[config.mk]
export PLATFORM = sky130hd
export DESIGN_NAME = fifo2mac
export DESIGN_NICKNAME = d
export VERILOG_FILES = /design/src/rtl/fifo2mac_pkg.sv /design/src/rtl/fifo2mac_tx_watchdog.sv /design/src/rtl/fifo2mac.sv
export SDC_FILE = /design/constraint.sdc
export NUM_CORES = 1
export LEC_CHECK = 0
export BUFFER_PORTS_ARGS = -buffer_cell sky130_fd_sc_hd__buf_2
export CAP_MARGIN = 20
export CORE_UTILIZATION = 51
export CTS_CLUSTER_DIAMETER = 80
export CTS_CLUSTER_SIZE = 40
export DETAILED_ROUTE_END_ITERATION = 12
export HOLD_SLACK_MARGIN = 0.03
export PLACE_DENSITY_LB_ADDON = 0.3
export RECOVER_POWER = 100
export SYNTH_ARGS = -nofsm -noshare
export SYNTH_HDL_FRONTEND = slang
export SYNTH_SLANG_ARGS = --single-unit
[constraint.sdc]
create_clock -name clk -period 2.25 [get_ports clk]
set_input_delay 0.225 -clock clk [delete_from_list [all_inputs] [get_ports clk]]
set_output_delay 0.225 -clock clk [all_outputs]
set_load 0.05 [all_outputs]
[src/rtl/fifo2mac_pkg.sv]
// fifo2mac shared definitions: state encodings (also driven onto the
// debug LED bus) and default sizing for the TX FIFO to MAC bridge.
package fifo2mac_pkg;

    localparam int LEN_WIDTH_DEF = 12;
    localparam int MAX_LEN_DEF   = 1472;
    localparam int TIMEOUT_DEF   = 1000000;

    // Encodings are visible on the so[] debug output, keep them stable.
    typedef enum logic [2:0] {
        ST_IDLE  = 3'd0,
        ST_WAIT  = 3'd1,
        ST_START = 3'd2,
        ST_SEND  = 3'd3,
        ST_FIN   = 3'd4,
        ST_DONE  = 3'd5
    } state_t;

    // Widen a state to the 4-bit LED bus.
    function automatic logic [3:0] so_code(input state_t s);
        return {1'b0, s};
    endfunction

endpackage

[src/rtl/fifo2mac_tx_watchdog.sv]
// Cycle counter for the fifo2mac watchdog. Counts while en is high,
// reloads to zero on clr (or when disabled) and flags expiry on the
// LIMIT-th counted cycle. Only used when FIFO2MAC_TIMEOUT_EN is defined.
module fifo2mac_tx_watchdog #(
    parameter int LIMIT = 1000000
) (
    input  logic clk,
    input  logic rst,
    input  logic en,
    input  logic clr,
    output logic expired
);

    localparam int CW = $clog2(LIMIT + 1);

    logic [CW-1:0] cnt;

    // Saturating count of idle cycles; any progress reloads it.
    always_ff @(posedge clk or negedge rst) begin
        if (!rst) begin
            cnt <= '0;
        end else if (clr || !en) begin
            cnt <= '0;
        end else if (cnt != CW'(LIMIT)) begin
            cnt <= cnt + CW'(1);
        end
    end

    assign expired = en && (cnt == CW'(LIMIT - 1));

endmodule

[src/rtl/fifo2mac.sv]
// fifo2mac: waits until the TX FIFO holds a whole payload, starts the MAC
// UDP transmitter and streams exactly tx_len bytes into its payload port.
// Optional watchdog on the active states: define FIFO2MAC_TIMEOUT_EN.
module fifo2mac
    import fifo2mac_pkg::*;
#(
    parameter int LEN_WIDTH      = LEN_WIDTH_DEF,
    parameter int MAX_LEN        = MAX_LEN_DEF,
    parameter int TIMEOUT_CYCLES = TIMEOUT_DEF
) (
    input  logic                 clk,
    input  logic                 rst,
    input  logic                 fs,
    output logic                 fd,
    output logic                 err,
    input  logic [LEN_WIDTH-1:0] tx_len,
    input  logic [7:0]           fifo_rxd,
    output logic                 fifo_rxen,
    input  logic [LEN_WIDTH-1:0] fifo_count,
    output logic                 fs_udp_tx,
    input  logic                 fd_udp_tx,
    output logic [LEN_WIDTH-1:0] udp_tx_len,
    input  logic                 flag_udp_tx_req,
    output logic                 flag_udp_tx_prep,
    output logic                 udp_txen,
    output logic [7:0]           udp_txd,
    output logic [3:0]           so
);

    localparam logic [LEN_WIDTH-1:0] MAX_LEN_W = LEN_WIDTH'(MAX_LEN);
    localparam logic [LEN_WIDTH-1:0] ONE_W     = LEN_WIDTH'(1);

    state_t               state, state_nxt;
    logic [LEN_WIDTH-1:0] len_r;
    logic [LEN_WIDTH-1:0] rem;
    logic                 err_r;
    logic                 err_set;
    logic                 active;
    logic                 pop;
    logic                 wd_expired;

    assign active = (state == ST_WAIT) || (state == ST_START) ||
                    (state == ST_SEND) || (state == ST_FIN);

    // A pop needs a MAC request, bytes still owed and a non-empty FIFO.
    // An early MAC end or watchdog expiry in the same cycle wins over it so
    // unsent bytes stay in the FIFO.
    assign pop = flag_udp_tx_req && (rem != '0) && (fifo_count != '0) && !wd_expired &&
                 ((state == ST_START) || ((state == ST_SEND) && !fd_udp_tx));

`ifdef FIFO2MAC_TIMEOUT_EN
    fifo2mac_tx_watchdog #(
        .LIMIT (TIMEOUT_CYCLES)
    ) u_wd (
        .clk     (clk),
        .rst     (rst),
        .en      (active),
        .clr     (pop || (state_nxt != state)),
        .expired (wd_expired)
    );
`else
    assign wd_expired = 1'b0;
`endif

    // Next-state and error-set decode.
    always_comb begin
        state_nxt = state;
        err_set   = 1'b0;
        case (state)
            ST_IDLE: begin
                if (fs) begin
                    if (tx_len == '0 || tx_len > MAX_LEN_W) state_nxt = ST_DONE;
                    else                                    state_nxt = ST_WAIT;
                end
            end
            ST_WAIT:  if (fifo_count >= len_r) state_nxt = ST_START;
            ST_START: if (flag_udp_tx_req) state_nxt = ST_SEND;
            ST_SEND: begin
                if (fd_udp_tx) begin
                    state_nxt = ST_DONE;
                    err_set   = (rem != '0);
                end else if (rem == '0 || (pop && rem == ONE_W)) begin
                    state_nxt = ST_FIN;
                end
            end
            ST_FIN:  if (fd_udp_tx) state_nxt = ST_DONE;
            ST_DONE: if (!fs) state_nxt = ST_IDLE;
            default: state_nxt = ST_IDLE;
        endcase
        if (active && wd_expired) begin
            state_nxt = ST_DONE;
            err_set   = 1'b1;
        end
    end

    // State register.
    always_ff @(posedge clk or negedge rst) begin
        if (!rst) state <= ST_IDLE;
        else      state <= state_nxt;
    end

    // Length latch, byte countdown, status and the registered payload port.
    always_ff @(posedge clk or negedge rst) begin
        if (!rst) begin
            len_r    <= '0;
            rem      <= '0;
            err_r    <= 1'b0;
            udp_txen <= 1'b0;
            udp_txd  <= '0;
        end else begin
            udp_txen <= pop;
            if (pop) begin
                udp_txd <= fifo_rxd;
                rem     <= rem - ONE_W;
            end
            if (state == ST_IDLE && fs) begin
                len_r <= tx_len;
                rem   <= tx_len;
                err_r <= (tx_len > MAX_LEN_W);
            end else if (err_set) begin
                err_r <= 1'b1;
            end
        end
    end

    assign fd               = (state == ST_DONE);
    assign err              = err_r;
    assign fifo_rxen        = pop;
    assign fs_udp_tx        = (state == ST_START) || (state == ST_SEND) || (state == ST_FIN);
    assign udp_tx_len       = fs_udp_tx ? len_r : '0;
    assign flag_udp_tx_prep = (state == ST_START) || (state == ST_SEND);
    assign so               = so_code(state);

endmodule

==> out/summary.txt <==
DRC viols -> 0
Final Cell Area -> 0.002693 mm2
Final Util -> 65.89%
power per cell area -> 1563 mW/mm2
initial antenna violation count -> 0
CTS tree -> yes
CTS Buf Count -> 5
Setup Viol. Count Final -> 0
vias per cell -> 5.710
clock skew -> 5.475 ps
synthesized cell area -> 0.002215 mm2
RSZ-0062 raised after global routing -> yes
max-slew violations -> 38
crit share post-route -> 93.34%
HP Class -> in -> reg
fillers -> 345
DP Area -> 0.002591 mm2
first-pass GRT wire length -> 8466 um
CTS max path bufs -> 2
largest family of logic cells by synthesized area -> simple AND/OR/NAND/NOR gates
gr ovfl total -> 0
top cells by area, synth -> dfrtp_1, ha_1, mux2_2
Net Sw Frac -> 53.27%
First DRT Iteration DRCs -> 60
Die Y -> 67.90 um
hold_buf cts -> 0
CP max stage cell -> dfrtp_1
part of the Yosys area used for sequential elements -> 41.81%
core region area -> 0.004086 mm2
endpoints failing hold -> 0
number of enable flip-flop cells after synthesis -> 0
ANT nets after route -> 0
Detailed Place HPWL -> 4037 um
# IOs -> 67
largest net degree at the start of global routing -> 38
Leakage -> 0.001308 uW
Area Growth Syn to Fin -> 21.58%
peak clock frequency supported by timing -> 0.4761 GHz
wire per inst -> 14.63 um
# nets final -> 360
IO buf count -> 65
RePlAce Congestion -> 0.8876
Worst Path Max Fanout -> 6
Skew-Pair Late Insertion Delay -> 290 ps
die area -> 0.004610 mm2
cells after synthesis -> 242
top-area cell type share of the netlist area -> 41.81%
n_diodes -> 0
outcome -> complete, but fails checks
final WL -> 5251 um
Buf/Inv on CP -> 4
vias in the first global route -> 1932
switching power -> 2243 uW
share of layout cells above drive strength 1 -> 25.57%
startpoint types -> register
cells along the critical path -> inv_1 -> ha_1 -> nor3b_1 -> nand4_1 -> nand3_1 -> buf_4 -> inv_2 -> buf_2
Power Internal -> 1967 uW
mux cell area share after synthesis -> 5.424%
Clk pwr share -> 10.7%
syn_area_per_cell -> 9.151 um2
max incr delay on CP -> 420 ps
library cells used by synthesis -> 47
CTS root buffer -> clkbuf_8
Clock transition at path regs -> 70 ps
cell row count -> 23
post-synthesis adder-cell area fraction -> 8.475%
starting density of the core -> 54.19%
CTS Sinks -> 37
Peak VDD IR -> 867.4 uV
Post-synth top flop -> dfrtp_1
post-synthesis simple-gate area fraction -> 23.22%
drt pass-1 iters -> 4
Slew headroom -> -28.35%
most frequent cells in the layout -> buf_2, dfrtp_1, nand2_1
Synth Area in Compound Gates -> 15.31%
XOR/XNOR Fraction of Synth Area -> 0%
all-layer global routing usage -> 25.24%
worst-margin pin slew -> 1925 ps
CP top delay family -> simple AND/OR/NAND/NOR gates
flops & latches, synth -> 37
WP data required -> 2030 ps
Die X -> 67.90 um
Sequential Power Share -> 29.3%
Syn Nets -> 294
most common cell after layout, fill and taps aside -> buf_2
failing checks -> capacitance limit, slew limit
logic gate share of total power -> 59.9%
number of max-cap violations -> 1
Crit path arrival time -> 1880 ps
asr flop ratio synth -> 100.0%
critical path type -> reg -> out
setup TNS -> 0 ps
vias -> 2050
post-synth top area cell -> dfrtp_1
clock period minus worst slack -> 2100 ps
endpoint type of the worst setup path -> primary output
H-tree levels -> 2
Syn. warnings -> 0
## kinds of logic after synthesis
| family | Yosys count |
|---|---|
| buffers and inverters | 31 |
| adders and majority gates | 15 |
| AOI/OAI and AO/OA | 50 |
| muxes | 11 |
| DFF | 37 |
| other | 1 |
| and+or+nand+nor | 97 |
## worst reg2reg max path, stage by stage (launching register included)
cell       delay [ps]
dfrtp_1           360
inv_1             100
ha_1              230
o21ai_0           160
a21oi_1            60
o31ai_1           560
a2111oi_1         190
a211o_1           300
## Yosys cell counts (5+ instances only)
master / n
o211ai_1: 7
nand3_1: 11
inv_1: 18
clkbuf_1: 8
nor2b_1: 5
mux2_2: 8
nor4_1: 8
nor2_1: 20
a21oi_1: 5
o21ai_0: 15
or3_1: 6
nand2_1: 21
ha_1: 15
dfrtp_1: 37
## area by class of cell
type / instances / area [um2] / share of cell area [%]
Multi-Input combinational cell: 174 / 1190 / 44.19
Clock buffer: 6 / 72.57 / 2.695
Tap cell: 50 / 62.56 / 2.323
Timing Repair Buffer: 72 / 359.1 / 13.34
Sequential cell: 37 / 925.9 / 34.39
Clock inverter: 2 / 15.01 / 0.5576
Inverter: 18 / 67.56 / 2.509
## power by group through the flow
stage / Combinational [uW] / Sequential [uW] / Clock [uW]
after floorplan: 1590 / 1570 / 0
after detailed placement: 2520 / 1230 / 0
after CTS: 2530 / 1230 / 464
final: 2520 / 1240 / 452
after global placement: 2470 / 1220 / 0
after global routing: 2750 / 1280 / 484
## routing by layer
layer / GRT usage (%) / vias up / share of wire [%]
met1: 31.80 / 964 / 45
met4: 13.54 / 0 / 2.5
li1: - / 1014 / -
met3: 5.000 / 15 / 4.7
met5: 0 / - / 0
met2: 40.72 / 57 / 48
## per-stage QoR
step | hold WS, ps | cells | total power [uW] | setup WS [ps]
after floorplan | -70.59 | 242 | 3161 | -53.46
after global placement | 366.8 | 349 | 3691 | 264.5
after detailed placement | 364.1 | 349 | 3752 | 174.8
after CTS | 49.39 | 357 | 4224 | 75.92
after global routing | 146.7 | 359 | 4516 | -36.53
final | 156.1 | 359 | 4210 | 149.8
## sequential cells by signal, indices dropped and copies added (netlist names)
name      flops
len_r        12
err           1
udp_txd       8
udp_txen      1
state         3
rem          12
## final timing paths
| path | start | to | slack, ps | cells past startpoint |
|---|---|---|---|---|
| max | rem[0] | fifo_rxen | 150 | 8 |
| min | fifo_rxd[0] | udp_txd[0] | 160 | 2 |
| max reg2reg | len_r[1] | state[1] | 160 | 7 |
| min reg2reg | udp_txd[7] | udp_txd[7] | 510 | 1 |
| max in group asynchronous | rst | rem[8] | 690 | 1 |
| min in group asynchronous | rst | len_r[9] | 460 | 1 |
## repair_timing
item                                    CTS  global route
setup buffers                             0             2
gates resized for setup                   1             3
endpoints found under the setup margin   13             5
Note: power is estimated with default switching activity, not from simulation.
